File: src/rtl/alu_op_decoder_if.sv
// Handshake bundle between fetch, the ALU op decoder and issue.
// The decoder takes the slave view; the fetch/issue side takes master.
interface alu_op_decoder_if #(
  parameter int XLEN      = 32,
  parameter int OP_W      = 17,
  parameter int ILL_CNT_W = 8
);
  logic                 in_valid;
  logic                 in_ready;
  logic [31:0]          in_instr;
  logic                 out_valid;
  logic                 out_ready;
  logic [OP_W-1:0]      out_op;
  logic [4:0]           out_rs1;
  logic [4:0]           out_rs2;
  logic [4:0]           out_rd;
  logic [XLEN-1:0]      out_imm;
  logic                 out_use_imm;
  logic                 out_illegal;
  logic [ILL_CNT_W-1:0] ill_count;

  modport master (
    output in_valid, in_instr, out_ready,
    input  in_ready, out_valid, out_op,
    input  out_rs1, out_rs2, out_rd, out_imm,
    input  out_use_imm, out_illegal, ill_count
  );

  modport slave (
    input  in_valid, in_instr, out_ready,
    output in_ready, out_valid, out_op,
    output out_rs1, out_rs2, out_rd, out_imm,
    output out_use_imm, out_illegal, ill_count
  );
endinterface

File: src/rtl/alu_op_decoder.sv
// RV32 decode stage: instruction word -> ALU op vector and operands.
// Registered output plus one-entry skid buffer for full throughput.
module alu_op_decoder #(
  parameter int XLEN      = 32,
  parameter int OP_W      = 17,
  parameter int ILL_CNT_W = 8
) (
  input  logic               clk,
  input  logic               rst_n,
  alu_op_decoder_if.slave    bus
);

  localparam logic [6:0] OPC_R   = 7'b0110011;
  localparam logic [6:0] OPC_I   = 7'b0010011;
  localparam logic [6:0] OPC_LUI = 7'b0110111;
  localparam logic [6:0] F7_ALT  = 7'b0100000;
  localparam logic [OP_W-1:0] OP_ADD = 17'h00033;

  typedef struct packed {
    logic [OP_W-1:0] op;
    logic [4:0]      rs1;
    logic [4:0]      rs2;
    logic [4:0]      rd;
    logic [XLEN-1:0] imm;
    logic            use_imm;
    logic            illegal;
  } dec_t;

  dec_t                 r_out;
  dec_t                 r_skid;
  logic                 r_out_v;
  logic                 r_skid_v;
  logic [ILL_CNT_W-1:0] r_ill_cnt;

  dec_t       w_dec;
  logic [6:0] w_opc;
  logic [2:0] w_f3;
  logic [6:0] w_f7;
  logic [6:0] w_f7i;
  logic       w_r_ok;
  logic       w_i_ok;
  logic       w_in_fire;
  logic       w_load;

  assign w_opc = bus.in_instr[6:0];
  assign w_f3  = bus.in_instr[14:12];
  assign w_f7  = bus.in_instr[31:25];

  assign w_f7i = (w_f3 == 3'b101) ? w_f7 : 7'b0;

  assign w_r_ok = (w_f7 == 7'b0) ||
                  ((w_f7 == F7_ALT) &&
                   (w_f3 == 3'b000 || w_f3 == 3'b101));

  always_comb begin
    w_i_ok = 1'b1;
    if (w_f3 == 3'b001)
      w_i_ok = (w_f7 == 7'b0);
    else if (w_f3 == 3'b101)
      w_i_ok = (w_f7 == 7'b0) || (w_f7 == F7_ALT);
  end

  // Unsupported words fall through as an ADD to x0.
  always_comb begin
    w_dec         = '0;
    w_dec.op      = OP_ADD;
    w_dec.illegal = 1'b1;
    unique case (1'b1)
      (w_opc == OPC_R): begin
        if (w_r_ok) begin
          w_dec.op      = {w_f7, w_f3, OPC_R};
          w_dec.rs1     = bus.in_instr[19:15];
          w_dec.rs2     = bus.in_instr[24:20];
          w_dec.rd      = bus.in_instr[11:7];
          w_dec.illegal = 1'b0;
        end
      end
      (w_opc == OPC_I): begin
        if (w_i_ok) begin
          w_dec.op      = {w_f7i, w_f3, OPC_R};
          w_dec.rs1     = bus.in_instr[19:15];
          w_dec.rd      = bus.in_instr[11:7];
          w_dec.imm     = {{(XLEN-12){bus.in_instr[31]}},
                           bus.in_instr[31:20]};
          w_dec.use_imm = 1'b1;
          w_dec.illegal = 1'b0;
        end
      end
      (w_opc == OPC_LUI): begin
        w_dec.rd      = bus.in_instr[11:7];
        w_dec.imm     = {bus.in_instr[31:12], 12'b0};
        w_dec.use_imm = 1'b1;
        w_dec.illegal = 1'b0;
      end
      default: ;
    endcase
  end

  assign bus.in_ready = rst_n & ~r_skid_v;
  assign w_in_fire    = bus.in_valid & bus.in_ready;
  assign w_load       = ~r_out_v | bus.out_ready;

  always_ff @(posedge clk) begin
    if (!rst_n) begin
      r_out     <= '0;
      r_skid    <= '0;
      r_out_v   <= 1'b0;
      r_skid_v  <= 1'b0;
      r_ill_cnt <= '0;
    end else begin
      if (w_load) begin
        if (r_skid_v) begin
          r_out    <= r_skid;
          r_out_v  <= 1'b1;
          r_skid_v <= 1'b0;
        end else if (w_in_fire) begin
          r_out   <= w_dec;
          r_out_v <= 1'b1;
        end else begin
          r_out_v <= 1'b0;
        end
      end else if (w_in_fire) begin
        r_skid   <= w_dec;
        r_skid_v <= 1'b1;
      end
      if (w_in_fire && w_dec.illegal && (r_ill_cnt != '1))
        r_ill_cnt <= r_ill_cnt + 1'b1;
    end
  end

  assign bus.out_valid   = r_out_v;
  assign bus.out_op      = r_out.op;
  assign bus.out_rs1     = r_out.rs1;
  assign bus.out_rs2     = r_out.rs2;
  assign bus.out_rd      = r_out.rd;
  assign bus.out_imm     = r_out.imm;
  assign bus.out_use_imm = r_out.use_imm;
  assign bus.out_illegal = r_out.illegal;
  assign bus.ill_count   = r_ill_cnt;

endmodule

File: src/flat_wrapper.sv
// flat-port wrapper written by rule: the top's interface ports become plain ports
module alu_op_decoder_flat 
#(
  parameter int XLEN      = 32,
  parameter int OP_W      = 17,
  parameter int ILL_CNT_W = 8
)
  (clk, rst_n, bus_in_valid, bus_in_instr, bus_out_ready, bus_in_ready, bus_out_valid, bus_out_op, bus_out_rs1, bus_out_rs2, bus_out_rd, bus_out_imm, bus_out_use_imm, bus_out_illegal, bus_ill_count);
  alu_op_decoder_if #(.XLEN(XLEN), .OP_W(OP_W), .ILL_CNT_W(ILL_CNT_W)) bus_i ();
  input  logic clk;
  input  logic rst_n;
  input wire logic [$bits(bus_i.in_valid)-1:0] bus_in_valid;
  input wire logic [$bits(bus_i.in_instr)-1:0] bus_in_instr;
  input wire logic [$bits(bus_i.out_ready)-1:0] bus_out_ready;
  output wire logic [$bits(bus_i.in_ready)-1:0] bus_in_ready;
  output wire logic [$bits(bus_i.out_valid)-1:0] bus_out_valid;
  output wire logic [$bits(bus_i.out_op)-1:0] bus_out_op;
  output wire logic [$bits(bus_i.out_rs1)-1:0] bus_out_rs1;
  output wire logic [$bits(bus_i.out_rs2)-1:0] bus_out_rs2;
  output wire logic [$bits(bus_i.out_rd)-1:0] bus_out_rd;
  output wire logic [$bits(bus_i.out_imm)-1:0] bus_out_imm;
  output wire logic [$bits(bus_i.out_use_imm)-1:0] bus_out_use_imm;
  output wire logic [$bits(bus_i.out_illegal)-1:0] bus_out_illegal;
  output wire logic [$bits(bus_i.ill_count)-1:0] bus_ill_count;
  assign bus_i.in_valid = bus_in_valid;
  assign bus_i.in_instr = bus_in_instr;
  assign bus_i.out_ready = bus_out_ready;
  assign bus_in_ready = bus_i.in_ready;
  assign bus_out_valid = bus_i.out_valid;
  assign bus_out_op = bus_i.out_op;
  assign bus_out_rs1 = bus_i.out_rs1;
  assign bus_out_rs2 = bus_i.out_rs2;
  assign bus_out_rd = bus_i.out_rd;
  assign bus_out_imm = bus_i.out_imm;
  assign bus_out_use_imm = bus_i.out_use_imm;
  assign bus_out_illegal = bus_i.out_illegal;
  assign bus_ill_count = bus_i.ill_count;
  alu_op_decoder #(.XLEN(XLEN), .OP_W(OP_W), .ILL_CNT_W(ILL_CNT_W)) u_core (.clk(clk), .rst_n(rst_n), .bus(bus_i));
endmodule
File: config.mk
export PLATFORM = sky130hd
export DESIGN_NAME = alu_op_decoder_flat
export DESIGN_NICKNAME = d
export VERILOG_FILES = /design/src/rtl/alu_op_decoder_if.sv /design/src/rtl/alu_op_decoder.sv /design/src/flat_wrapper.sv
export SDC_FILE = /design/constraint.sdc
export NUM_CORES = 1
export LEC_CHECK = 0
export ABC_CLOCK_PERIOD_IN_PS = 2480
export CORE_MARGIN = 10
export CORE_UTILIZATION = 51
export CTS_CLUSTER_SIZE = 8
export DETAILED_ROUTE_END_ITERATION = 10
export PLACE_DENSITY = 0.76
export SYNTH_ARGS = -nofsm -noshare
export SYNTH_HDL_FRONTEND = slang
export SYNTH_SLANG_ARGS = --single-unit
File: constraint.sdc
create_clock -name clk -period 2.48 [get_ports clk]
set_input_delay 0.744 -clock clk [delete_from_list [all_inputs] [get_ports clk]]
set_output_delay 0.744 -clock clk [all_outputs]
set_load 0.005 [all_outputs]
==> impl_metrics.json <==
{
  "rows": 38,
  "grt_pass1_wl_um": 27800,
  "drtAntennaViolNets": 0,
  "cts-buffers-inserted": 17,
  "dp_slack_ns": -0.492,
  "grt_usage_pct": 21.2,
  "start_util_pct": 51.9,
  "ys_warn_count": 0,
  "final_util_pct": 70.4,
  "clkTransAtPathRegs_ns": 0.06,
  "ioPinCount": 112,
  "final.setup_skew_ns": 0.00637,
  "met1_usage_pct": 25.7,
  "num_vias": 5426,
  "crit_type": "in -> reg",
  "tritoncts": "done",
  "rr_worst_depth": 6,
  "drt_wl_total_um": 17000,
  "htree_levels": 4,
  "cp_slowest_stage_delay_ns": 0.59,
  "syn_inst": 636,
  "grt_use_met3_pct": 5.87,
  "async_flop_share_pct": 0,
  "wl_per_cell_um": 19.0,
  "drc": 0,
  "report.final.slew_viol_count": 0,
  "top_usage_layer": "met2",
  "synth-edff-count": 0,
  "hold_viol_final": 0,
  "first_global_vias": 5279,
  "required_ns": 2.92,
  "min_from": "u_core.r_skid[41]",
  "firstDrtPassIters": 5,
  "dp.cells": 867,
  "synth_seq_area_share_pct": 46.5,
  "core_um2": 10800,
  "critical_path_arrival_ns": 2.84,
  "fin_cells": 899,
  "tns_ns": 0,
  "worstPathMaxFanout": 33,
  "syn_area_per_cell_um2": 8.80,
  "ys_ff_latch": 130,
  "gr-usage-met2_pct": 34.2,
  "worstMarginPinSlew_ns": 1.08,
  "period_share_pct": 96.9,
  "numPortBuffers": 108,
  "nets": 783,
  "power.density_nw_per_um2": 680,
  "clock-sinks": 130,
  "ir_drop_v": 0.000393,
  "relSlewSlack_pct": 28.0,
  "endpoint_kind": "flop",
  "die_h_um": 125,
  "hold_path_class": "reg -> reg",
  "drv_cap": 0,
  "status": "finished clean",
  "clock_latency_ns": 0.53,
  "start_kind": "input port",
  "holdBufCountCts": 0,
  "reg2reg_slack_ns": 0.69,
  "rsz0062_at_grt": "no",
  "hold-path-endpoint": "u_core.r_skid[41]",
  "drtIter0Drc": 649,
  "antenna_found_initial": 0,
  "place_hpwl_um": 11100,
  "clock-root-buffer": "clkbuf_8",
  "gp_congestion": 0.883,
  "leakage_nw": 2.68,
  "area_delta_synth_final_pct": 35.7,
  "routed_via_density": 6.04,
  "grt_remaining_overflow": 0,
  "timing.rr.start": "u_core.r_skid_v",
  "grt_max_degree": 127,
  "period_minus_slack_ns": 2.40,
  "fin_hold_ws_ns": 0.459,
  "holdPathStages": 2,
  "critPathLaunch": "bus_in_instr[31]",
  "synth_cell_type_count": 52,
  "die_w_um": 125,
  "fillCellCount": 812,
  "r2r-end": "u_core.bus.out_imm[14]",
  "die_area_um2": 15600,
  "synth_area_um2": 5600,
  "setup_slack_ns": 0.0758,
  "max_freq_mhz": 416,
  "cp_cell_sequence": "clkdlybuf4s50_1 > or4_4 > nor2_1 > and4_1 > buf_12 > o21ai_0 > a211oi_1",
  "ys_dominant_reg_cell": "dfxtp_1",
  "n_antenna_cell": 0,
  "cts_buffer_depth": 2,
  "cpMaxStageDelayCell": "or4_4",
  "drive_above_1_share_pct": 13.6,
  "setup_viol": 0
}
layout by cell type, fill, tap and decap left out, types with 4 or more instances in the layout:
| cell type | instances |
|---|---|
| a21boi_1 | 4 |
| clkdlybuf4s50_1 | 107 |
| clkinv_2 | 4 |
| nor2_1 | 15 |
| o21ai_0 | 63 |
| and3_1 | 10 |
| nand3_1 | 38 |
| nand4_1 | 4 |
| or3_1 | 20 |
| clkbuf_16 | 16 |
| a31oi_1 | 19 |
| nand2_1 | 65 |
| a21oi_1 | 44 |
| a211oi_1 | 5 |
| a221oi_1 | 11 |
| mux2i_1 | 7 |
| dfxtp_1 | 130 |
| buf_12 | 8 |
| o211ai_1 | 35 |
| buf_4 | 42 |
| a21boi_0 | 30 |
| nor3_1 | 9 |
| a21oi_4 | 11 |
where the power goes:
group	switching [mW]	internal, mW
combinational	0.276	0.302
sequential	0.0501	2.17
clock	0.940	1.43
critical path: cells and delay by family:
family | cells | cell delay (ns)
simple gates | 3 | 1.03
compound gates | 2 | 0.38
buf+inv | 2 | 0.67
timing repair:
item | CTS | global route
buffers inserted | 0 | 0
endpoints found under the setup margin | 0 | 18
gates resized for setup | 0 | 5
layout make-up:
| type | count | area [um2] | share of cell area (%) |
|---|---|---|---|
| inverter | 2 | 7.51 | 0.0989 |
| tap | 140 | 175 | 2.31 |
| sequential | 130 | 2600 | 34.3 |
| multi-input combinational | 437 | 2690 | 35.4 |
| timing repair buffer | 158 | 1560 | 20.5 |
| clock buffer | 19 | 422 | 5.55 |
| clock inverter | 13 | 138 | 1.81 |
sequential cells by signal, indices dropped and copies added, names as in the netlist:
signal                  count
u_core.bus.out_rs1          5
u_core.r_skid_v             1
u_core.bus.out_rs2          5
u_core.bus.out_use_imm      1
u_core.bus.out_valid        1
u_core.bus.out_illegal      1
u_core.bus.out_imm         32
u_core.bus.out_op          11
u_core.bus.ill_count        8
u_core.bus.out_rd           5
u_core.r_skid              60
kinds of logic after synthesis:
kind of cell,Yosys count,synth area share (%)
compound gates,237,28.5
xor+xnor,2,0.313
fa+ha+maj,1,0.224
buf+inv,71,6.33
flops,130,46.5
mux,7,1.25
other cells,1,0.0670
simple gates,187,16.8
stage by stage:
step / cell area (um2) / power, mW
finish: 7590 / 5.17
global route: 7590 / 5.32
CTS: 7570 / 5.19
detailed placement: 7010 / 2.83
global placement: 7010 / 2.82
floorplan: 5600 / 2.50
per-layer routing:
| metal | share of wire (%) | wire (um) | vias up |
|---|---|---|---|
| li1 | - | - | 2538 |
| met1 | 42 | 7080 | 2608 |
| met2 | 48 | 8100 | 249 |
| met3 | 8.0 | 1360 | 31 |
| met4 | 3.0 | 508 | 0 |
| met5 | 0 | 0 | - |
synthesized netlist by cell type (all sizes together) (3+ instances only):
master	number	area, um2
a221oi	11	96.3
or4	3	26.3
o211ai	35	263
mux2i	7	70.1
o21ai	66	334
a211oi	5	37.5
a21oi	55	388
nor2b	4	25.0
nor3	10	55.1
dfxtp	130	2600
clkbuf	46	173
nand3	38	190
a21boi	34	255
and2	4	25.0
nor2	16	60.1
nand4	4	25.0
a31oi	19	119
buf	23	174
and3	10	62.6
o31ai	4	35.0
nand2	65	244
or3	20	125
worst max path at each step:
stage               slack [ns]                      to  depth (start not counted)
global route             0.003    u_core.bus.out_rd[2]                          7
global placement         -0.37    u_core.bus.out_rd[1]                          7
finish                    0.08    u_core.bus.out_rd[2]                          7
detailed placement       -0.49    u_core.bus.out_rd[3]                          7
floorplan                 0.15  u_core.bus.out_imm[20]                          7
CTS                       0.06    u_core.bus.out_rd[3]                          7
Note: power is estimated with default switching activity, not from simulation.
